$ cat config.mk
export PLATFORM = sky130hd
export DESIGN_NAME = pll_old_clkgen
export DESIGN_NICKNAME = d
export VERILOG_FILES = /design/src/rtl/pll_old_clkgen.sv
export SDC_FILE = /design/constraint.sdc
export NUM_CORES = 1
export LEC_CHECK = 0
export BUFFER_PORTS_ARGS = -buffer_cell sky130_fd_sc_hd__buf_2
export CAP_MARGIN = 20
export CORE_MARGIN = 5
export CORE_UTILIZATION = 55
export DETAILED_ROUTE_END_ITERATION = 6
export HOLD_SLACK_MARGIN = 0.1
export PLACE_DENSITY = 0.73
export SYNTH_ARGS = -nofsm -noshare
export SYNTH_HDL_FRONTEND = slang
export SYNTH_SLANG_ARGS = --single-unit
$ cat constraint.sdc
create_clock -name clkin1 -period 3.7 [get_ports clkin1]
set_clock_uncertainty 0.15 [all_clocks]
set_input_delay 0.37 -clock clkin1 [delete_from_list [all_inputs] [get_ports clkin1]]
set_output_delay 0.37 -clock clkin1 [all_outputs]
set_load 0.01 [all_outputs]
$ cat src/rtl/pll_old_clkgen.sv
// pll_old_clkgen: counter-based stand-in for the pll_old vendor PLL wrapper.
// Define PLL_OLD_OUT_GATE_EN to hold clkout0/clkout1 low until lock is reached.
module pll_old_clkgen #(
    parameter int CLKOUT0_DIV = 2,
    parameter int CLKOUT1_DIV = 4,
    parameter int LOCK_CYCLES = 1024
) (
    input  logic clkin1,
    input  logic rst_n,
    output logic clkout0,
    output logic clkout1,
    output logic lock
);

    if (CLKOUT0_DIV < 1 || CLKOUT0_DIV > 256) begin : g_bad_div0
        $error("pll_old_clkgen: CLKOUT0_DIV must be within 1..256");
    end
    if (CLKOUT1_DIV < 1 || CLKOUT1_DIV > 256) begin : g_bad_div1
        $error("pll_old_clkgen: CLKOUT1_DIV must be within 1..256");
    end
    if (LOCK_CYCLES < 1 || LOCK_CYCLES > 65535) begin : g_bad_lock
        $error("pll_old_clkgen: LOCK_CYCLES must be within 1..65535");
    end

    localparam int LW = $clog2(LOCK_CYCLES + 1);

    logic [1:0]    rst_sync;
    logic          run;
    logic [LW-1:0] lock_cnt;
    logic [LW-1:0] lock_cnt_nxt;
    logic          lock_q;
    logic          div_en;
    logic [1:0]    div_out;

    // Async assert, synchronous deassert: run rises on the 2nd edge after release.
    always_ff @(posedge clkin1 or negedge rst_n) begin
        if (!rst_n) begin
            rst_sync <= '0;
        end else begin
            rst_sync <= {rst_sync[0], 1'b1};
        end
    end

    assign run = rst_sync[1];

    always_comb begin
        lock_cnt_nxt = lock_cnt;
        if (run && (lock_cnt != LW'(LOCK_CYCLES))) begin
            lock_cnt_nxt = lock_cnt + LW'(1);
        end
    end

    always_ff @(posedge clkin1 or negedge rst_n) begin
        if (!rst_n) begin
            lock_cnt <= '0;
            lock_q   <= 1'b0;
        end else begin
            lock_cnt <= lock_cnt_nxt;
            if (lock_cnt_nxt == LW'(LOCK_CYCLES)) begin
                lock_q <= 1'b1;
            end
        end
    end

`ifdef PLL_OLD_OUT_GATE_EN
    assign div_en = lock_q;
`else
    assign div_en = run;
`endif

    for (genvar i = 0; i < 2; i++) begin : g_div
        localparam int DIV = (i == 0) ? CLKOUT0_DIV : CLKOUT1_DIV;

        if (DIV == 1) begin : g_bypass
            logic en_n;

            // Enable changes only while clkin1 is low, so the AND gate cannot emit a runt.
            always_ff @(negedge clkin1 or negedge rst_n) begin
                if (!rst_n) begin
                    en_n <= 1'b0;
                end else begin
                    en_n <= div_en;
                end
            end

            assign div_out[i] = clkin1 & en_n;
        end else begin : g_count
            localparam int CW = $clog2(DIV);

            logic [CW-1:0] cnt;
            logic          q;

            always_ff @(posedge clkin1 or negedge rst_n) begin
                if (!rst_n) begin
                    cnt <= '0;
                    q   <= 1'b0;
                end else if (div_en) begin
                    q   <= (cnt < CW'(DIV / 2));
                    cnt <= (cnt == CW'(DIV - 1)) ? '0 : cnt + CW'(1);
                end else begin
                    cnt <= '0;
                    q   <= 1'b0;
                end
            end

            assign div_out[i] = q;
        end
    end

    assign clkout0 = div_out[0];
    assign clkout1 = div_out[1];
    assign lock    = lock_q;

endmodule

==> metrics.cfg <==
[placed_design]
gp_congestion = 0.817
portBuffers = 4
pre_cts_slack_ns = 1.55
placedCellCount = 100
dp_hpwl_um = 1080

[clock_tree]
path_clk_slew_ns = 0.10
cts_setup_buffers = 0
cts_sinks = 18
clock_latency_ns = 0.29
cts_resized = 0
cts_tree = built
h-tree-depth = 1
numCtsBuffers = 3
cts_root_buf = clkbuf_4
clock_path_buffers = 2

[power_and_ir_drop]
peakVddDrop_mv = 0.539
leakage_nw = 0.452
p_per_area_nw_per_um2 = 602

[route]
via_count = 597
first_pass_iters = 4
antenna_left = 0
viasPerCell = 5.69
drcViolationCount = 0
avgRoutedWirePerCell_um = 13.7
drtIter0Drc = 13
wl_um = 1430

[sta]
setup_violations = 0
max_freq_mhz = 466
min_period_ns = 2.15
final_max_slew_viol_count = 0
worst_slack_ns = 1.55
final.setup.tns_ns = 0
rsz0062_at_grt = false
fin_crit_sh_pct = 58.1
finalHoldViolations = 0

[finish]
antenna-diode-count = 0
n_fill_cell = 127
final_nets = 95
layout-drive-gt1-share_pct = 15.7
area_growth_pct = 9.24
final_cells = 105

[yosys]
synth_enable_flop_cells = 0
synth.top_cells.by_area = dfrtp_1 50%, xnor2_1 4.9%, xor2_1 4.9%, ha_1 4.2%, o41ai_4 3.1%
ys_ff_latch = 18
syn_inst = 81
avgSynthCellArea_um2 = 11.0
yosysWarnings = 0
seq_area_frac_synth_pct = 50.4
yosys.area.top_type = dfrtp_1
synth_common_cells = 18 x dfrtp_1, 7 x nand2_1, 7 x nor2_1
async_reset_ff_share_pct = 100
syn-num-nets = 86
synthFlopType = dfrtp_1
synthDistinctLibCells = 32
yosysMostFrequentCell = dfrtp_1
synth_top_area_share_pct = 50.4
synth.cell_area_um2 = 893

[critical_path]
timing.rr.start = lock_cnt[7]$_DFF_PN0_
worstSetupEndpointType = flop
required_ns = 3.75
start_kind = flop
reg2reg_slack_ns = 1.55
worstRegToRegCells = 4
cp.arrival_ns = 2.20
crit_type = reg -> reg
crit_fanout = 4
timing.rr.end = lock$_DFFE_PN0N_

[floorplanning]
ios = 5
core_um2 = 1520
core.rowCount = 14
start_util_pct = 58.6
die_w_um = 50.3
die-area_um2 = 2530
fp.dieH_um = 50.3

[global_route]
grt.total_usage_pct = 14.0
grt_pass1_vias = 627
grt_max_degree = 19
overflow = 0
grt_antenna_before_repair = 0
grt_pass1_wl_um = 2790

[min_path]
hp-class = reg -> reg
hold_path_end = rst_sync[1]$_DFF_PN0_
worst_hold_path.num_cells = 0
min-delay-start = rst_sync[0]$_DFF_PN0_

[run]
drv_cap = 0

[outcome]
status = finished clean

## where the power goes
group | switching, mW | total [mW] | leakage (nW) | internal [mW]
Sequential | 0.0593 | 0.297 | 0.230 | 0.238
Clock | 0.0596 | 0.119 | 0.0210 | 0.0599
Combinational | 0.0937 | 0.171 | 0.202 | 0.0778
## cells in the final DEF, fill, tap and decap left out, drive strengths merged, types with 2 or more instances in the layout
cell type,Yosys,layout
buf,0,4
nor2b,2,2
nand2,7,7
o41ai,3,3
clkbuf,1,4
nor3b,2,2
nor2,7,7
or4,2,2
inv,5,5
nor4,3,3
xor2,5,5
xnor2,5,5
ha,3,3
dfrtp,18,18
nand3,3,3
## worst max-delay path, stage by stage, from the launching register on
cell     delay, ns
dfrtp_1       0.42
or4_4         0.59
o41ai_4       0.44
mux2i_1       0.14
o41ai_2       0.31
## timing repair
| action | in CTS | in global routing |
|---|---|---|
| endpoints found under the hold margin | 18 | 0 |
| hold buffers | 1 | 0 |
| setup endpoints to repair | 0 | 0 |
## state kept, by name (all words and copies together), names as in the netlist
register,cells
clkout1,1
lock,1
g_div.g_count.cnt,3
rst_sync,2
lock_cnt,11
## layout make-up
cell class | count | area (um^2) | share of cell area [%]
tap | 16 | 20.0 | 2.05
inverter | 5 | 18.8 | 1.92
sequential | 18 | 450 | 46.2
clock buffer | 4 | 36.3 | 3.72
multi-input combinational | 57 | 420 | 43.1
timing repair buffer | 5 | 30.0 | 3.08
## through the flow
| stage | area (um^2) | hold slack [ns] | power [mW] | util [%] |
|---|---|---|---|---|
| 6_report | 976 | 0.212 | 0.588 | 64.0 |
| 5_1_grt | 976 | 0.239 | 0.637 | 64.0 |
| 4_1_cts | 976 | 0.217 | 0.592 | 64.0 |
| 3_3_place_gp | 930 | 0.161 | 0.464 | 61.0 |
| 2_1_floorplan | 893 | -0.0756 | 0.428 | - |
| 3_5_place_dp | 930 | 0.166 | 0.473 | 61.0 |
## cells by family (layout without fill, tap and decap cells)
| logic type | Yosys count | count (layout) | synth area share, % |
|---|---|---|---|
| AOI/OAI and AO/OA | 9 | 9 | 10.5 |
| buffers and inverters | 6 | 14 | 2.52 |
| and+or+nand+nor | 32 | 32 | 19.7 |
| adders and majority gates | 3 | 3 | 4.20 |
| other | 1 | 1 | 0.420 |
| DFF | 18 | 18 | 50.4 |
| muxes | 2 | 2 | 2.38 |
| xor gates and xnor gates | 10 | 10 | 9.80 |
## worst max path at each step
stage | from | endpoint | slack, ns | cells past startpoint
finish | lock_cnt[7]$_DFF_PN0_ | lock$_DFFE_PN0N_ | 1.55 | 4
global route | lock_cnt[0]$_DFF_PN0_ | lock$_DFFE_PN0N_ | 1.45 | 6
CTS | lock_cnt[7]$_DFF_PN0_ | lock$_DFFE_PN0N_ | 1.53 | 4
detailed placement | lock_cnt[6]$_DFF_PN0_ | lock$_DFFE_PN0N_ | 1.55 | 4
global placement | lock_cnt[7]$_DFF_PN0_ | lock$_DFFE_PN0N_ | 1.62 | 4
floorplan | lock_cnt[7]$_DFF_PN0_ | lock$_DFFE_PN0N_ | 1.65 | 4
## per-layer routing
layer	share of wire, %	up-vias	routed length [um]	GRT usage (%)
met5	0	-	0	0
met4	1.5	0	21	4.68
met3	3.3	4	47	3.85
met2	45	10	640	20.1
met1	50	288	723	20.5
li1	-	295	-	-
(Power assumes the default switching activity.)
